## src/rtl/barret_1453_pkg.sv

```systemverilog
// Shared constants, operand/residue types and a plain-modulo reference
// for the mod-1453 Barrett reduction block.
package barret_1453_pkg;

  localparam int Q      = 1453;
  localparam int MU     = 2886;
  localparam int K      = 11;
  localparam int DIN_W  = 21;
  localparam int DOUT_W = 11;

  typedef logic [DIN_W-1:0]  din_t;
  typedef logic [DOUT_W-1:0] dout_t;

  localparam din_t           Q_DIN  = 21'd1453;
  localparam logic [DIN_W:0] MU_EXT = 22'd2886;

  function automatic dout_t barrett_ref(input din_t a);
    din_t v_r;
    v_r = a % Q_DIN;
    return v_r[DOUT_W-1:0];
  endfunction

endpackage

```

## src/rtl/barret_pipe_1453.sv

```systemverilog
// Three-stage Barrett reduction pipeline (mod 1453) with a tag carried
// alongside each operand; one global enable stalls every stage at once.
module barret_pipe_1453
  import barret_1453_pkg::*;
#(
  parameter int TAG_W = 2
) (
  input  logic             clk,
  input  logic             rst_n,
  input  logic             en,
  input  logic             in_valid,
  input  din_t             in_data,
  input  logic [TAG_W-1:0] in_tag,
  output logic             out_valid,
  output dout_t            out_data,
  output logic [TAG_W-1:0] out_tag
);

  logic             r_s1_valid;
  din_t             r_s1_a;
  logic [TAG_W-1:0] r_s1_tag;
  logic             r_s2_valid;
  din_t             r_s2_a;
  dout_t            r_s2_t;
  logic [TAG_W-1:0] r_s2_tag;
  logic             r_s3_valid;
  dout_t            r_s3_r;
  logic [TAG_W-1:0] r_s3_tag;

  dout_t w_t;
  din_t  w_r0;
  din_t  w_r1;
  dout_t w_r2;

  // The (a>>11)*MU product needs 22 bits; the quotient estimate fits in 11.
  assign w_t = dout_t'(({1'b0, r_s1_a >> K} * MU_EXT) >> K);

  // Estimate undershoots by at most two, so two corrective subtractions suffice.
  always_comb begin
    w_r0 = r_s2_a - ({{(DIN_W-DOUT_W){1'b0}}, r_s2_t} * Q_DIN);
    if (w_r0 >= Q_DIN) begin
      w_r1 = w_r0 - Q_DIN;
    end else begin
      w_r1 = w_r0;
    end
    w_r2 = dout_t'((w_r1 >= Q_DIN) ? (w_r1 - Q_DIN) : w_r1);
  end

  // Pipeline stage registers, all frozen together when en is low.
  always_ff @(posedge clk) begin
    if (!rst_n) begin
      r_s1_valid <= 1'b0;
      r_s1_a     <= '0;
      r_s1_tag   <= '0;
      r_s2_valid <= 1'b0;
      r_s2_a     <= '0;
      r_s2_t     <= '0;
      r_s2_tag   <= '0;
      r_s3_valid <= 1'b0;
      r_s3_r     <= '0;
      r_s3_tag   <= '0;
    end else if (en) begin
      r_s1_valid <= in_valid;
      r_s1_a     <= in_data;
      r_s1_tag   <= in_tag;
      r_s2_valid <= r_s1_valid;
      r_s2_a     <= r_s1_a;
      r_s2_t     <= w_t;
      r_s2_tag   <= r_s1_tag;
      r_s3_valid <= r_s2_valid;
      r_s3_r     <= w_r2;
      r_s3_tag   <= r_s2_tag;
    end
  end

  assign out_valid = r_s3_valid;
  assign out_data  = r_s3_r;
  assign out_tag   = r_s3_tag;

endmodule

```

## src/rtl/barret_arbiter_1453.sv

```systemverilog
// Round-robin arbiter feeding one shared Barrett mod-1453 pipeline from
// NUM_REQ requesters; the whole pipeline stalls on response backpressure.
module barret_arbiter_1453
  import barret_1453_pkg::*;
#(
  parameter int NUM_REQ = 4,
  parameter int ID_W    = $clog2(NUM_REQ)
) (
  input  logic                     clk,
  input  logic                     rst_n,
  input  logic [NUM_REQ-1:0]       req_valid,
  input  logic [NUM_REQ*DIN_W-1:0] req_data,
  output logic [NUM_REQ-1:0]       req_ready,
  output logic                     rsp_valid,
  input  logic                     rsp_ready,
  output dout_t                    rsp_data,
  output logic [ID_W-1:0]          rsp_id
);

  logic [ID_W-1:0] r_ptr;
  logic [ID_W-1:0] w_ptr_nxt;
  logic [ID_W-1:0] w_gnt_idx;
  logic [ID_W-1:0] w_idx;
  logic            w_found;
  logic            w_advance;
  logic            w_accept;
  din_t            w_gnt_data;

  assign w_advance = !rsp_valid || rsp_ready;

  // First valid requester at or after the pointer, wrapping modulo NUM_REQ.
  always_comb begin
    w_found   = 1'b0;
    w_gnt_idx = '0;
    w_idx     = '0;
    for (int off = 0; off < NUM_REQ; off++) begin
      w_idx = ID_W'((int'(r_ptr) + off) % NUM_REQ);
      if (!w_found && req_valid[w_idx]) begin
        w_found   = 1'b1;
        w_gnt_idx = w_idx;
      end else begin
        w_found   = w_found;
      end
    end
  end

  // One-hot ready, suppressed during reset and while the pipeline is stalled.
  always_comb begin
    if (rst_n && w_advance && w_found) begin
      req_ready = {{(NUM_REQ-1){1'b0}}, 1'b1} << w_gnt_idx;
    end else begin
      req_ready = '0;
    end
  end

  assign w_accept = |(req_valid & req_ready);

  // Operand mux with constant slice offsets.
  always_comb begin
    w_gnt_data = '0;
    for (int i = 0; i < NUM_REQ; i++) begin
      if (w_gnt_idx == ID_W'(i)) begin
        w_gnt_data = req_data[i*DIN_W +: DIN_W];
      end else begin
        w_gnt_data = w_gnt_data;
      end
    end
  end

  // Pointer moves one past the winner, wrapping for non power-of-two counts.
  always_comb begin
    if (w_gnt_idx == ID_W'(NUM_REQ-1)) begin
      w_ptr_nxt = '0;
    end else begin
      w_ptr_nxt = w_gnt_idx + ID_W'(1);
    end
  end

  // Round-robin pointer register.
  always_ff @(posedge clk) begin
    if (!rst_n) begin
      r_ptr <= '0;
    end else if (w_accept) begin
      r_ptr <= w_ptr_nxt;
    end else begin
      r_ptr <= r_ptr;
    end
  end

  barret_pipe_1453 #(
    .TAG_W (ID_W)
  ) u_pipe (
    .clk       (clk),
    .rst_n     (rst_n),
    .en        (w_advance),
    .in_valid  (w_accept),
    .in_data   (w_gnt_data),
    .in_tag    (w_gnt_idx),
    .out_valid (rsp_valid),
    .out_data  (rsp_data),
    .out_tag   (rsp_id)
  );

endmodule
```

## config.mk

```make
export PLATFORM = sky130hd
export DESIGN_NAME = barret_arbiter_1453
export DESIGN_NICKNAME = d
export VERILOG_FILES = /design/src/rtl/barret_1453_pkg.sv /design/src/rtl/barret_pipe_1453.sv /design/src/rtl/barret_arbiter_1453.sv
export SDC_FILE = /design/constraint.sdc
export NUM_CORES = 1
export LEC_CHECK = 0
export CAP_MARGIN = 20
export CORE_MARGIN = 5
export CORE_UTILIZATION = 40
export DETAILED_ROUTE_END_ITERATION = 12
export PLACE_DENSITY = 0.7
export RECOVER_POWER = 25
export SYNTH_ARGS = -nofsm -noshare
export SYNTH_HDL_FRONTEND = slang
export SYNTH_SLANG_ARGS = --single-unit
```

## constraint.sdc

```tcl
create_clock -name clk -period 6.36 [get_ports clk]
set_input_delay 0.636 -clock clk [delete_from_list [all_inputs] [get_ports clk]]
set_output_delay 0.636 -clock clk [all_outputs]
set_load 0.01 [all_outputs]
```

; ---- Word level (Yosys, flattened, before mapping)
; Cells that the tools add are included.
[word_totals]
rom_bits = 0
regBits = 75
mem_count = 0
in_bits = 91
output_inout_bits = 18
ram_bits = 0
latchBits = 0
[classes]
addsub = 7
n_bitwise = 1
multipliers = 2
shifts = 1
div = 0
n_eq_ne = 3
mux = 24
n_lt_le_gt_ge = 6
reduce_logical = 12
[ops]
columns = op, count
row1 = $mux 21, 5
row2 = $ge 21x11->1 const B, 2
row3 = $mul 10x11->21 const B, 1
row4 = $mul 11x11->21 const B, 1
row5 = $sub 21x11->21 const B, 1
row6 = $sub 21x21->21, 1
row7 = $lt 2x3->1 const B, 4
row8 = $mux 11, 1
row9 = $sub 11x11->11 const B, 1
row10 = $mux 2, 5
row11 = $bmux 1 s2, 4
row12 = $mux 1, 8
row13 = $logic_and 1x1->1, 5
row14 = $add 2x1->2 const B, 2
row15 = $add 2x2->2 const B, 2
row16 = $and 4x4->4, 1
row17 = $eq 2x2->1 const B, 2
row18 = $logic_not 1->1, 4
row19 = $mux 4, 1
row20 = $reduce_or 4->1, 1
row21 = $shl 1x2->4 const A, 1
row22 = $eq 2x1->1 const B, 1
row23 = $logic_not 2->1, 1
row24 = $logic_or 1x1->1, 1

; ---- Logic depth before layout (Yosys ltp)
[logic_depth]
word_depth = 17
mapped_depth = 29
depth_no_buf = 26

; ---- Modules after synthesis
; A second synthesis with hierarchy kept.
[unflattened]
hier_cells = 1187
area_unflattened_um2 = 10065.9
[modules_own_cells]
columns = mod, cells_per_inst, seq_area_each_um2, area_each_um2, instances
row1 = barret_pipe_1453, 1049, 1461.4, 9158.8, 1
row2 = barret_arbiter_1453, 138, 40.0, 907.1, 1

; ---- Worst setup path after synthesis
; OpenSTA, ideal clock, no wires.
[synth_timing]
path_type = reg-to-reg
from = reg u_pipe.r_s2_t[1]
to = reg u_pipe.r_s3_r[4] (netlist: u_pipe.out_data[4])
arrival_ns = 6.418
setup_time_ns = 0.087
stages_incl_launch_ff = 27
synth_period_minus_slack_ns = 6.505
slack_ns = -0.145
cell_sequence = dfxtp_1 > ha_1 > clkbuf_1 > xor2_1 > ha_1 > fa_1 > fa_1 > inv_1 > fa_1 > inv_1 > ha_1 > nand4_1 > or3_1 > a21oi_1 > or2_1 > xor2_1 > nor4_1 > buf_2 > nand4_2 > buf_2 > a21oi_1 > ha_1 > inv_1 > a22o_1 > a2111o_1 > o211a_1 > o31ai_1
[synth_via]
elab_chain_cells = 6
word_cells_on_any_way = 8
[synth_rtl]
columns = item, line
row1 = from (decl), barret_pipe_1453.sv:24  ; dout_t r_s2_t;
row2 = from (signal assigned), barret_pipe_1453.sv:68  ; r_s2_t <= w_t;
row3 = $mul 11x11->21 (*), barret_pipe_1453.sv:40  ; w_r0 = r_s2_a - ({{(DIN_W-DOUT_W){1'b0}}, r_s2_t} * Q_DIN);
row4 = $sub 21x21->21 (*), barret_pipe_1453.sv:40
row5 = $sub 21x11->21 / $ge 21x11->1 (equally long branches), "barret_pipe_1453.sv:42, barret_pipe_1453.sv:41"
row6 = $mux 21 (*), barret_pipe_1453.sv:41  ; if (w_r0 >= Q_DIN) begin
row7 = $ge 21x11->1 / $sub 11x11->11 (equally long branches), barret_pipe_1453.sv:46  ; w_r2 = dout_t'((w_r1 >= Q_DIN) ? (w_r1 - Q_DIN) : w_r1);
row8 = $mux 11 (*), barret_pipe_1453.sv:46
row9 = to (signal assigned), barret_pipe_1453.sv:71  ; r_s3_r <= w_r2;
row10 = to (decl), barret_pipe_1453.sv:27  ; dout_t r_s3_r;
; Mark *: on every way between the ends. The rest lies on a longest branch, timed or not.
; A chain may end at the register's enable or synchronous reset.

; ---- Final worst setup path
[layout_timing]
from = reg u_pipe.r_s2_t[8]
to = reg u_pipe.r_s3_r[10] (netlist: u_pipe.out_data[10])
; The elaborated chain is that of the path after synthesis.

==> parameters.txt <==
Parameter                              Value

Yosys
  Cell area after synthesis ... 10400 sq um
  Synthesis-stage register bit count ... 75
  Ys Warns ... 0
  Post-synth EDFFs ... 0
  Cell types with the largest area share after synthesis ... ha_1, dfxtp_1, fa_1
  Yosys cell types ... 88
  Proportion of synthesized flip-flops having asynchronous set or reset ... 0
  Syn avg cell area ... roughly 8.3 sq um
  Post-synth net total ... roughly 1.6k
  Most area-hungry cell type in the Yosys netlist ... ha_1
  Post-Synthesis Cells ... 1244
  Register area share after synthesis ... 0.145
  Synth top area share ... 0.187
  Top flip-flop cell by instance count after synthesis ... dfxtp_1

Global route
  First-pass GRT wire length ... 44.3 mm
  Antenna violations before repair ... 0
  Via count of the first global-routing pass ... 9436
  Gr ovfl total ... 0
  Total global routing track utilization ... 0.181
  Pin count of the biggest net entering global routing ... 79

Setup path
  Required time reported for the critical path endpoint ... approximately 6.6 ns
  Endpoint of the lowest-slack register-to-register path ... u_pipe.out_data[10]
  Register-to-register setup slack ... approximately 0.019 ns
  Element type at the critical path end ... flip-flop
  Critical Path Fanout Max ... 8
  Data arrival at the endpoint of the critical path ... roughly 6.6 ns
  R2r worst-path depth ... 23
  Startpoint Class ... flip-flop
  Critical register-to-register path startpoint ... u_pipe.r_s2_t[8]
  CP Class ... flip-flop to flip-flop

Placed design
  Detailed Place HPWL ... ~22 mm
  IO buf count ... ~110
  Placed standard-cell area ... ~13000 sq um
  Final weighted congestion of routability-driven global placement ... 0.881

Worst hold path
  Source of the worst hold timing path ... u_pipe.out_tag[0]
  Worst-case hold path end point ... u_pipe.out_tag[0]
  Worst min-delay path category ... flip-flop to flip-flop
  Cell depth of the worst hold path ... 2

Routing
  Number of nets with antenna violations after detailed routing ... 0
  Via count ... 9583
  Total length of routed wires ... ~28 mm
  Via-to-Cell Ratio ... about 5.3
  Drt first-iter violations ... a little under 500
  Average detailed-routed wire length per instance ... roughly 16 um
  Detailed Routing Iterations Pass 1 ... 5
  Residual DRC count ... 0

Clock network
  Clock slew at the register clock pins of the worst setup and hold paths ... about 0.060 ns
  Sinks on the clock net ... between 70 and 80
  Maximum clock insertion buffer count ... 2
  Clock Tree Root ... clkbuf_16
  Clock insertion delay at the later pin of the skew report ... around 0.34 ns
  H-tree level count ... 3
  Inserted Clock Buffers ... 9
  TritonCTS clock tree ... built

STA
  Max_slew headroom ... -0.580
  Post-Route Skew ... 0.0103 ns
  Final Critical Period ... around 6.3 ns
  Setup repair after global routing missed its margin ... yes
  Max-slew violation count ... between 50 and 60
  Ratio of final minimum period to clock period ... 0.997
  Final Hold Viols ... 0
  Maximum clock frequency ... roughly 160 MHz
  Final setup violation count ... 0
  Slew at the pin closest to its max-slew limit ... roughly 2.4 ns

Floorplanning
  Effective utilization at floorplan ... 0.403
  Die height ... 171 um
  DIE AREA ... 29300 sq um
  Std cell rows ... between 50 and 60
  Die X ... ~170 um
  Area of the core ... between 20000 and 30000 sq um
  Top-level port count ... approximately 110

Run status
  Status ... finished with violations
  Failing checks ... capacitance limit, slew limit

Run
  Total of max-cap violations ... 1

Layout
  Post-layout nets ... 1783
  Most common library cell in the layout ignoring fill and taps ... inv_1
  Commonest cells after routing, fill and taps aside ... inv_1, buf_4, ha_1, nand2_1, clkdlybuf4s50_1
  Number of antenna diodes ... 0
  Area growth from synthesis to layout ... 36.0%
  Post-route cell area ... about 14000 sq um
  Fill count ... approximately 2.2k
  Ratio of cells with drive above 1 in the final layout ... 0.229
per-stage QoR:
step | hold slack (ns) | util | instances | worst slack, ns | TNS (ns)
after global routing | 0.479 | 0.547 | 1802 | -0.206 | -1.44
final | 0.458 | 0.547 | 1802 | 0.0191 | 0
after detailed placement | 0.457 | 0.488 | 1754 | -0.479 | -4.39
after global placement | 0.452 | 0.488 | 1754 | -0.387 | -3.37
after floorplan | 0.441 | - | 1244 | 0.00245 | 0
after CTS | 0.465 | 0.509 | 1780 | 0.00392 | 0
Yosys cell counts (4+ instances only):
cell type	n
and2_1	14
a211o_1	7
a221oi_1	6
and3_1	10
a22oi_1	24
o22ai_1	4
xor2_1	15
buf_2	6
o21ai_1	6
o31ai_1	7
a211oi_1	14
dfxtp_1	75
inv_1	209
nand3_1	22
fa_1	75
a22o_1	5
a21boi_0	35
o211ai_1	27
a21o_1	10
a21oi_1	61
clkbuf_1	40
nor2b_1	4
nand4_1	8
o21a_1	7
nand2_1	128
or3_1	9
nor4_1	4
o21bai_1	5
or2_2	5
o21ai_0	32
xnor2_1	27
nand2b_1	6
nor3_1	13
o31a_1	4
ha_1	155
buf_4	4
o211a_1	25
a31oi_1	8
nor2_1	56
metal layers:
metal	up-vias	global-route usage	part of all wire
met5	-	0	0
met4	0	0.0441	0.015
met3	31	0.0226	0.045
met2	256	0.319	0.50
met1	4580	0.236	0.44
li1	4716	-	-
repair_timing:
action                                  4_1_cts  5_1_grt
hold buffers                                  0        0
cloned                                        0        1
gates resized for setup                      37      157
endpoints found under the setup margin       11       11
pin swaps                                    20       65
buffers inserted                             10       21
worst max-delay path by stage:
stage               cells past startpoint             endpoint             start
detailed placement                     26   u_pipe.out_data[0]  u_pipe.r_s2_t[5]
global route                           23  u_pipe.out_data[10]  u_pipe.r_s2_t[8]
global placement                       26   u_pipe.out_data[0]  u_pipe.r_s2_t[5]
finish                                 23  u_pipe.out_data[10]  u_pipe.r_s2_t[8]
floorplan                              26   u_pipe.out_data[4]  u_pipe.r_s2_t[8]
CTS                                    27   u_pipe.out_data[4]  u_pipe.r_s2_t[2]
layout make-up:
cell class                      count  area (sq um)  area share
Clock inverter                      6          65.1     0.00461
Multi-Input combinational cell    906          8740       0.620
Inverter                          209           788      0.0559
Timing Repair Buffer              261          2320       0.165
Tap cell                          335           419      0.0297
Sequential cell                    75          1540       0.109
Clock buffer                       10           229      0.0162
worst max-delay path, stage by stage, from the launching register on:
cell and delay [ns]:
dfxtp_4 0.37, buf_6 0.13, ha_4 0.26, inv_2 0.03
fa_1 0.49, fa_2 0.56, fa_1 0.43, fa_1 0.56
ha_4 0.23, buf_6 0.13, a21oi_4 0.13, o21ai_2 0.09
or3_4 0.35, o21ai_4 0.15, xnor2_2 0.12, nor4_4 0.33
buf_6 0.18, o2111a_1 0.20, a221oi_2 0.08, o41a_1 0.47
a211oi_4 0.31, buf_12 0.17, nor4_1 0.05, o31a_1 0.38
flip-flops by register name, indices dropped and copies added, names as in the netlist, 2 cells and up:
name,flops
u_pipe.out_data,11
u_pipe.r_s2_t,11
u_pipe.r_s1_a,21
u_pipe.r_s1_tag,2
u_pipe.r_s2_a,21
r_ptr,2
u_pipe.out_tag,2
u_pipe.r_s2_tag,2
cell families after synthesis:
group | count (synthesis) | share of synthesized area
multiplexers | 2 | 0.00193
AO/OA/AOI/OAI | 332 | 0.247
buffers and inverters | 263 | 0.0989
AND/OR/NAND/NOR | 298 | 0.136
flip-flops | 75 | 0.145
adder cells (fa/ha/maj) | 230 | 0.332
XOR/XNOR | 44 | 0.0397
Power is left out: the tool's default activity adds up to more than one toggle a clock period on the data nets, which glitch-free logic cannot reach.
